File: src/rtl/tetris_pkg.sv
// Shared playfield geometry, offset widths and placer FSM states.
package tetris_pkg;

  localparam int unsigned BOARD_ROWS_DEF = 20;
  localparam int unsigned BOARD_COLS_DEF = 10;
  localparam int unsigned ROW_AW_DEF     = 5;
  localparam int unsigned PIVOT_W        = 5;
  localparam int unsigned OFFSET_W       = 5;
  localparam int unsigned COORD_W        = 7;
  localparam int unsigned NUM_BLKS       = 4;

  typedef enum logic [2:0] {
    ST_IDLE,
    ST_CALC,
    ST_RD,
    ST_EVAL,
    ST_WR,
    ST_DONE
  } state_e;

endpackage

File: src/rtl/tetron_cell_addr.sv
// Pivot + sign-extended offset adder producing a board cell and its bounds flag.
module tetron_cell_addr
  import tetris_pkg::*;
#(
  parameter int unsigned BOARD_ROWS = BOARD_ROWS_DEF,
  parameter int unsigned BOARD_COLS = BOARD_COLS_DEF,
  parameter int unsigned ROW_AW     = ROW_AW_DEF,
  parameter int unsigned COL_AW     = $clog2(BOARD_COLS_DEF)
) (
  input  logic [PIVOT_W-1:0]  piece_row,
  input  logic [PIVOT_W-1:0]  piece_col,
  input  logic [OFFSET_W-1:0] voffset,
  input  logic [OFFSET_W-1:0] hoffset,
  output logic [ROW_AW-1:0]   row,
  output logic [COL_AW-1:0]   col,
  output logic                oob
);

  localparam logic signed [COORD_W-1:0] ROWS_S = COORD_W'(BOARD_ROWS);
  localparam logic signed [COORD_W-1:0] COLS_S = COORD_W'(BOARD_COLS);

  logic signed [COORD_W-1:0] row_s;
  logic signed [COORD_W-1:0] col_s;

  // Signed cell coordinate and bounds test against walls and floor
  always_comb begin
    row_s = $signed({{(COORD_W-PIVOT_W){1'b0}}, piece_row})
          + $signed({{(COORD_W-OFFSET_W){voffset[OFFSET_W-1]}}, voffset});
    col_s = $signed({{(COORD_W-PIVOT_W){1'b0}}, piece_col})
          + $signed({{(COORD_W-OFFSET_W){hoffset[OFFSET_W-1]}}, hoffset});
    oob   = row_s[COORD_W-1] || (row_s >= ROWS_S)
         || col_s[COORD_W-1] || (col_s >= COLS_S);
    row   = row_s[ROW_AW-1:0];
    col   = col_s[COL_AW-1:0];
  end

endmodule

File: src/rtl/tetron_board_placer.sv
// Applies four tetron block offsets to the board RAM: collision CHECK or lock-down COMMIT.
module tetron_board_placer
  import tetris_pkg::*;
#(
  parameter int unsigned BOARD_ROWS = BOARD_ROWS_DEF,
  parameter int unsigned BOARD_COLS = BOARD_COLS_DEF,
  parameter int unsigned ROW_AW     = ROW_AW_DEF
) (
  input  logic                  clk,
  input  logic                  rst_n,
  input  logic                  start,
  input  logic                  commit,
  input  logic [PIVOT_W-1:0]    piece_row,
  input  logic [PIVOT_W-1:0]    piece_col,
  input  logic [OFFSET_W-1:0]   blk1_voffset,
  input  logic [OFFSET_W-1:0]   blk1_hoffset,
  input  logic [OFFSET_W-1:0]   blk2_voffset,
  input  logic [OFFSET_W-1:0]   blk2_hoffset,
  input  logic [OFFSET_W-1:0]   blk3_voffset,
  input  logic [OFFSET_W-1:0]   blk3_hoffset,
  input  logic [OFFSET_W-1:0]   blk4_voffset,
  input  logic [OFFSET_W-1:0]   blk4_hoffset,
  output logic                  busy,
  output logic                  done,
  output logic                  collision,
  output logic [ROW_AW-1:0]     board_rd_addr,
  input  logic [BOARD_COLS-1:0] board_rd_data,
  output logic                  board_wr_en,
  output logic [ROW_AW-1:0]     board_wr_addr,
  output logic [BOARD_COLS-1:0] board_wr_data
);

  localparam int unsigned COL_AW = $clog2(BOARD_COLS);
  localparam int unsigned BLK_W  = $clog2(NUM_BLKS);

  state_e              state;
  logic                commit_q;
  logic [PIVOT_W-1:0]  prow_q;
  logic [PIVOT_W-1:0]  pcol_q;
  logic [OFFSET_W-1:0] voff_q [NUM_BLKS];
  logic [OFFSET_W-1:0] hoff_q [NUM_BLKS];
  logic [BLK_W-1:0]    blk_idx;
  logic [COL_AW-1:0]   col_q;

  logic [ROW_AW-1:0]     cell_row;
  logic [COL_AW-1:0]     cell_col;
  logic                  cell_oob;
  logic                  last_blk;
  logic                  hit;
  logic [BOARD_COLS-1:0] col_mask;

  tetron_cell_addr #(
    .BOARD_ROWS (BOARD_ROWS),
    .BOARD_COLS (BOARD_COLS),
    .ROW_AW     (ROW_AW),
    .COL_AW     (COL_AW)
  ) u_cell_addr (
    .piece_row (prow_q),
    .piece_col (pcol_q),
    .voffset   (voff_q[blk_idx]),
    .hoffset   (hoff_q[blk_idx]),
    .row       (cell_row),
    .col       (cell_col),
    .oob       (cell_oob)
  );

  // Per-block helpers: last-block flag, occupancy of the target cell, write mask
  always_comb begin
    last_blk = (blk_idx == BLK_W'(NUM_BLKS - 1));
    hit      = board_rd_data[col_q];
    col_mask = '0;
    col_mask[col_q] = 1'b1;
  end

  // Placer FSM: one CALC/RD/EVAL(/WR) pass per block, registered outputs
  always_ff @(posedge clk or negedge rst_n) begin
    if (!rst_n) begin
      state         <= ST_IDLE;
      commit_q      <= 1'b0;
      prow_q        <= '0;
      pcol_q        <= '0;
      for (int unsigned i = 0; i < NUM_BLKS; i++) begin
        voff_q[i] <= '0;
        hoff_q[i] <= '0;
      end
      blk_idx       <= '0;
      col_q         <= '0;
      busy          <= 1'b0;
      done          <= 1'b0;
      collision     <= 1'b0;
      board_rd_addr <= '0;
      board_wr_en   <= 1'b0;
      board_wr_addr <= '0;
      board_wr_data <= '0;
    end else begin
      done        <= 1'b0;
      board_wr_en <= 1'b0;
      case (state)
        // DONE already has busy low, so a new request is accepted there too
        ST_IDLE, ST_DONE: begin
          state <= ST_IDLE;
          if (start) begin
            commit_q  <= commit;
            prow_q    <= piece_row;
            pcol_q    <= piece_col;
            voff_q[0] <= blk1_voffset;
            hoff_q[0] <= blk1_hoffset;
            voff_q[1] <= blk2_voffset;
            hoff_q[1] <= blk2_hoffset;
            voff_q[2] <= blk3_voffset;
            hoff_q[2] <= blk3_hoffset;
            voff_q[3] <= blk4_voffset;
            hoff_q[3] <= blk4_hoffset;
            collision <= 1'b0;
            blk_idx   <= '0;
            busy      <= 1'b1;
            state     <= ST_CALC;
          end
        end
        ST_CALC: begin
          if (cell_oob) begin
            collision <= 1'b1;
            if (!commit_q || last_blk) begin
              done  <= 1'b1;
              busy  <= 1'b0;
              state <= ST_DONE;
            end else begin
              blk_idx <= blk_idx + 1'b1;
              state   <= ST_CALC;
            end
          end else begin
            board_rd_addr <= cell_row;
            col_q         <= cell_col;
            state         <= ST_RD;
          end
        end
        ST_RD: state <= ST_EVAL;
        ST_EVAL: begin
          if (commit_q) begin
            if (hit) collision <= 1'b1;
            board_wr_addr <= board_rd_addr;
            board_wr_data <= board_rd_data | col_mask;
            board_wr_en   <= 1'b1;
            state         <= ST_WR;
          end else if (hit || last_blk) begin
            if (hit) collision <= 1'b1;
            done  <= 1'b1;
            busy  <= 1'b0;
            state <= ST_DONE;
          end else begin
            blk_idx <= blk_idx + 1'b1;
            state   <= ST_CALC;
          end
        end
        ST_WR: begin
          if (last_blk) begin
            done  <= 1'b1;
            busy  <= 1'b0;
            state <= ST_DONE;
          end else begin
            blk_idx <= blk_idx + 1'b1;
            state   <= ST_CALC;
          end
        end
        default: state <= ST_IDLE;
      endcase
    end
  end

endmodule

File: config.mk
export PLATFORM = sky130hd
export DESIGN_NAME = tetron_board_placer
export DESIGN_NICKNAME = d
export VERILOG_FILES = /design/src/rtl/tetris_pkg.sv /design/src/rtl/tetron_cell_addr.sv /design/src/rtl/tetron_board_placer.sv
export SDC_FILE = /design/constraint.sdc
export NUM_CORES = 1
export LEC_CHECK = 0
export CORE_ASPECT_RATIO = 1.75
export CORE_UTILIZATION = 47
export CTS_CLUSTER_SIZE = 12
export DETAILED_ROUTE_END_ITERATION = 8
export PLACE_DENSITY = 0.81
export SLEW_MARGIN = 5
export SYNTH_ARGS = -nofsm -noshare
export SYNTH_HDL_FRONTEND = slang
export SYNTH_HIERARCHICAL = 1
export SYNTH_SLANG_ARGS = --single-unit
export TNS_END_PERCENT = 100
File: constraint.sdc
create_clock -name clk -period 3.8 [get_ports clk]
set_input_delay 0.76 -clock clk [delete_from_list [all_inputs] [get_ports clk]]
set_output_delay 0.76 -clock clk [all_outputs]
set_load 0.05 [all_outputs]
Yosys cells after proc, flatten, opt, wreduce, memory -nomap -nowiden. Cells that the tools add are included. Widths: inputs -> output; s select.

Logic and storage cells: 110. Bits in registers: 84. Output and inout bits: 24.

Order comparisons: 5. Bitwise logic cells: 3. Add/sub/neg operators: 3. Equal/unequal tests: 16. Reductions and logical operators: 17. Muxes and demuxes: 45.

Operators with widths (number): $mux 1 (21); $bmux 5 s2 (2); $mux 5 (4); $ne 2x2->1 const B (9); $mux 3 (5); $pmux 3 s5 (1); $add 6x5->7 (2); $reduce_and 7->1 (2); $mux 2 (6); $or 10x10->10 (1); $pmux 2 s4 (1); $ge 7x5->1 const B (1); $ge 7x6->1 const B (1); $eq 3x2->1 const B (2); $eq 3x3->1 const B (2); $pmux 1 s3 (2); $reduce_and 2->1 (3); $logic_or 1x1->1 (5); $lt 4x5->1 const B (1); $bmux 1 s4 (1); $demux 1 s4 (1); $ge 4x1->1 const B (1); $pmux 1 s4 (1); $reduce_and 4->1 (1); 13 further kinds (13).

Depth between registers and ports, before layout.
Depth in word-level cells: 11. Gate-level depth with buffers: 15. Mapped depth without buffers: 14.

By module. Netlist, hierarchy kept.

By module, submodules not included: tetron_board_placer (area each 3787.4 um^2, instances 1, cells an instance 272); tetron_cell_addr (area each 583.1 um^2, instances 1, cells an instance 77).

Worst setup path after synthesis. No wires, ideal clock.

Kind: flip-flop to flip-flop. From: register blk_idx[0]. To: register blk_idx[0]. Library setup time: 125 ps. Arrival time: 3491 ps. Required time: 3675 ps. Period minus slack after synthesis: 3616 ps. Cell stages (with the launch flop): 15. Path slack: 184 ps. Path through: dfrtp_1 > buf_2 > mux4_2 > ha_1 > inv_1 > fa_1 > nor2b_4 > o31a_1 > or4_1 > o21ai_1 > nand4_1 > a221oi_1 > o22ai_1 > and3_1 > mux2_2.

Longest elaborated chain between the ends: 11. Elaborated cells on any way between the ends: 29.

Ends and longest elaborated chain: start, declared (RTL line tetron_board_placer.sv:42) `logic [BLK_W-1:0] blk_idx;`; start signal, assigned (RTL line tetron_board_placer.sv:128) `blk_idx <= blk_idx + 1'b1;`; start signal, assigned (RTL line tetron_board_placer.sv:151) `blk_idx <= blk_idx + 1'b1;`; start signal, assigned (RTL line tetron_board_placer.sv:161) `blk_idx <= blk_idx + 1'b1;`; $not 2->3 (implied by the code) * (RTL line tetron_board_placer.sv:60, tetron_board_placer.sv:61); $bmux 5 s2 (RTL line tetron_board_placer.sv:60) `.voffset (voff_q[blk_idx]),`; $mux 5 (implied by the code) (2 in series) (RTL line tetron_board_placer.sv:60); $add 6x5->7 (RTL line tetron_cell_addr.sv:28) `+ $signed({{(COORD_W-OFFSET_W){voffset[OFFSET_W-1]}}, voffset});`; $ge 7x6->1 (RTL line tetron_cell_addr.sv:31) `oob = row_s[COORD_W-1] || (row_s >= ROWS_S)`; $logic_or 1x1->1 (RTL line tetron_cell_addr.sv:31); $logic_or 1x1->1 (RTL line tetron_cell_addr.sv:32) `|| col_s[COORD_W-1] || (col_s >= COLS_S);`; $logic_or 1x1->1 * (RTL line tetron_cell_addr.sv:32); net cell_oob (RTL line tetron_board_placer.sv:47) `logic cell_oob;`; $ne 2x2->1 (no source line) *; $reduce_and 7->1 (no source line) *.

The timed path passes the listed nets; every way through them passes the cells marked *. The select of a mux whose other input is x is not followed. A chain may end at the register's enable or synchronous reset.

Final worst setup path. Ends and elaborated chain as after synthesis.

==> results.cfg <==
[sta]
setup_viol = 0
period_needed_ps = 3697
slew_viol_final = 0
slew_headroom_pct = 30.24
finClkSkew_ps = 4.902
tightest_slew_ps = 1046
finalCritPeriodShare_pct = 97.29
grt_setup_unrepaired = yes
final_hold_viol_count = 0
setup_tns_ps = 0
max_freq_mhz = 270.5
hold_slack_ps = 476.2

[hold_path]
hold_depth = 2
hp-start = board_wr_data[6]$_DFFE_PN0P_
whs_endpoint = board_wr_data[6]$_DFFE_PN0P_
worstHoldPathType = flip-flop to flip-flop

[power]
p_seq_share_pct = 29.1
total_power_w = 0.005561
leakage_nw = 2.465
switching_share_pct = 38.79
clockPowerShare_pct = 15.3
vdd_drop_max_uv = 456.4
comb_power_share_pct = 55.6
powerDensity_mw_per_mm2 = 966.7
intPower_w = 0.003404
p_sw_w = 0.002157

[synthesis]
ys_async_sr_fraction_pct = 100.0
ys_types = 57
yosysTopAreaCellShare_pct = 48.10
yosys_warnings = 6
yosysSeqAreaShare_pct = 48.10
syn-instance-count = 349
synth_seq_cells = 84
ys.flop_type = dfrtp_1
synthTopCellsByArea = dfrtp_1 (48%), mux2_2 (16%), mux4_2 (5.7%), ha_1 (3.7%), a21oi_1 (1.9%)
synth_edf_count = 0
syn_area_mm2 = 0.004370
syn_area_per_cell_um2 = 12.52
synthesis.nets = 428
yosys.area.top_type = dfrtp_1

[critical_path]
worstReg2RegStart = blk_idx[0]$_DFFE_PN0P_
cp-startpoint = blk_idx[0]$_DFFE_PN0P_
cp-end-kind = flip-flop
worstSetupPathType = flip-flop to flip-flop
ff2ff_path_depth = 12
crit_fanout = 6
worstReg2RegEnd = blk_idx[0]$_DFFE_PN0P_
r2r_setup_slack_ps = 100
crit_top_cell = mux2_2
critPathRequiredTime_ps = 4020
crit_chain = buf_12 > mux4_2 > ha_1 > a21o_1 > a21oi_1 > mux2_2 > a211oi_1 > nand4_1 > a221oi_2 > o22ai_2 > and3_4 > mux2_2
slowest_stage = mux4_2
max_stage_delay_ps = 520
cp.arrival_ps = 3910
cp-start-kind = flip-flop

[outcome]
outcome = complete, no violations

[clock_tree]
clkTransAtPathRegs_ps = 60
cts_tree = built
insertion_delay_ps = 340
cts_root_buf = clkbuf_16
cts_made_buffers = 9
cts-htree-levels = 3
cts_num_sinks = 84
cts_buffer_depth = 2

[place]
dp.cells = 545
numPortBuffers = 87
place_area_mm2 = 0.005328
dpl.hpwl_um = 6675
place_congestion = 0.7692

[grt]
grt_overflow = 0
antenna_found_initial = 0
grt_pass1_vias = 3111
grt_max_degree = 85
grt_pass1_wl_um = 14440
gr-usage-all-layers_pct = 20.05

[route]
wirelength_um = 9232
postRouteAntennaNets = 0
drtPass1Iterations = 4
initialDrtViolationCount = 124
wl_per_cell_um = 16.28
vias_per_cell = 5.471
drc_errors = 0
vias = 3102

[cells_and_area]
final_cell_area_mm2 = 0.005753
nFillCells = 716
fin_cells = 567
areaGrowthSynthToFinish_pct = 31.63
nets = 522
num_antenna_cells = 0
drive_gt1_share_pct = 28.86

[die]
top_level_ports = 88
fp.dieW_um = 74.90
fp.dieH_um = 129.6
coreArea_mm2 = 0.009036
start_util_pct = 48.37
fp-row-count = 46
die_area_mm2 = 0.009704

[job]
cap_violations = 0
## how the worst max path moves through the flow
stage | endpoint | slack [ps] | cells after the start
6_report | blk_idx[0]$_DFFE_PN0P_ | 100 | 12
5_1_grt | blk_idx[0]$_DFFE_PN0P_ | -70 | 14
4_1_cts | blk_idx[0]$_DFFE_PN0P_ | 60 | 14
3_5_place_dp | blk_idx[0]$_DFFE_PN0P_ | 30 | 14
3_3_place_gp | blk_idx[0]$_DFFE_PN0P_ | 160 | 14
2_1_floorplan | blk_idx[0]$_DFFE_PN0P_ | 180 | 14
## critical path, delay by kind of cell (launching register included)
kind                     cells  cell delay (ps)
multiplexers                 3             1130
buffers and inverters        1              140
AO/OA/AOI/OAI                5             1110
adder cells (fa/ha/maj)      1              300
flip-flops                   1              410
AND/OR/NAND/NOR              2              470
## routing by layer
metal	global-route usage, %	share of wire (%)
met1	22.62	38
met2	35.29	55
met3	4.199	3.1
met4	9.212	3.1
met5	0	0
## cell usage in the layout, fill, tap and decap left out, drive strengths merged, types with 13 or more instances in the layout
cell type,count
clkdlybuf4s50,86
dfrtp,84
mux2,67
a21oi,17
inv,17
nand2,16
nor2,16
o21ai,15
buf,14
ha,13
## power by group through the flow
| stage | combinational [W] | sequential, W | clock (W) |
|---|---|---|---|
| 6_report | 0.00309 | 0.00162 | 0.000849 |
| 3_3_place_gp | 0.00277 | 0.00160 | 0 |
| 3_5_place_dp | 0.00288 | 0.00163 | 0 |
| 4_1_cts | 0.00291 | 0.00161 | 0.000862 |
| 5_1_grt | 0.00336 | 0.00168 | 0.000902 |
| 2_1_floorplan | 0.00204 | 0.00177 | 0 |
## cells by family after synthesis
logic type	after synthesis	share of synthesized area, %
flip-flops	84	48.10
multiplexers	82	23.85
AO/OA/AOI/OAI	64	9.619
AND/OR/NAND/NOR	64	8.446
buffers and inverters	35	4.351
adder cells (fa/ha/maj)	15	4.638
XOR/XNOR	5	1.002
## Yosys cell counts, drive strengths merged (3+ instances only)
master	number
inv	17
mux2i	4
nor2b	7
nand2b	5
mux4	11
ha	13
nor3b	4
o21ai	15
a21oi	17
a31oi	3
a21o	3
mux2	67
nand2	16
dfrtp	84
and2b	3
xnor2	3
buf	14
clkbuf	4
nor2	16
## repair_timing
item                                    4_1_cts  5_1_grt
pin swaps                                     0        7
gates resized for setup                       1       15
setup buffers                                 0        6
endpoints found under the setup margin        1       10
gates cloned                                  0        1
hold buffers                                  0        0
## flip-flops by register name (all words and copies together) (netlist names), 2 cells and up
name	flops
blk_idx	2
board_wr_data	10
voff_q	20
state	3
col_q	4
board_wr_addr	5
board_rd_addr	5
pcol_q	5
prow_q	5
hoff_q	20
## layout make-up
class / count / area [um2] / share of cell area, %
clock buffer: 10 / 239.0 / 4.154
clock inverter: 5 / 52.55 / 0.9134
inverter: 17 / 63.81 / 1.109
multi-input combinational: 230 / 2140 / 37.19
sequential: 84 / 2105 / 36.58
tap: 120 / 150.1 / 2.610
timing repair buffer: 101 / 1003 / 17.44
## stage by stage
stage | utilization (%) | worst slack, ps
finish | 63.67 | 102.9
global route | 63.67 | -69.19
CTS | 62.23 | 56.04
detailed placement | 58.96 | 27.24
global placement | 58.96 | 158.1
floorplan | - | 183.9
No activity file was read; power rests on OpenSTA's default activity.
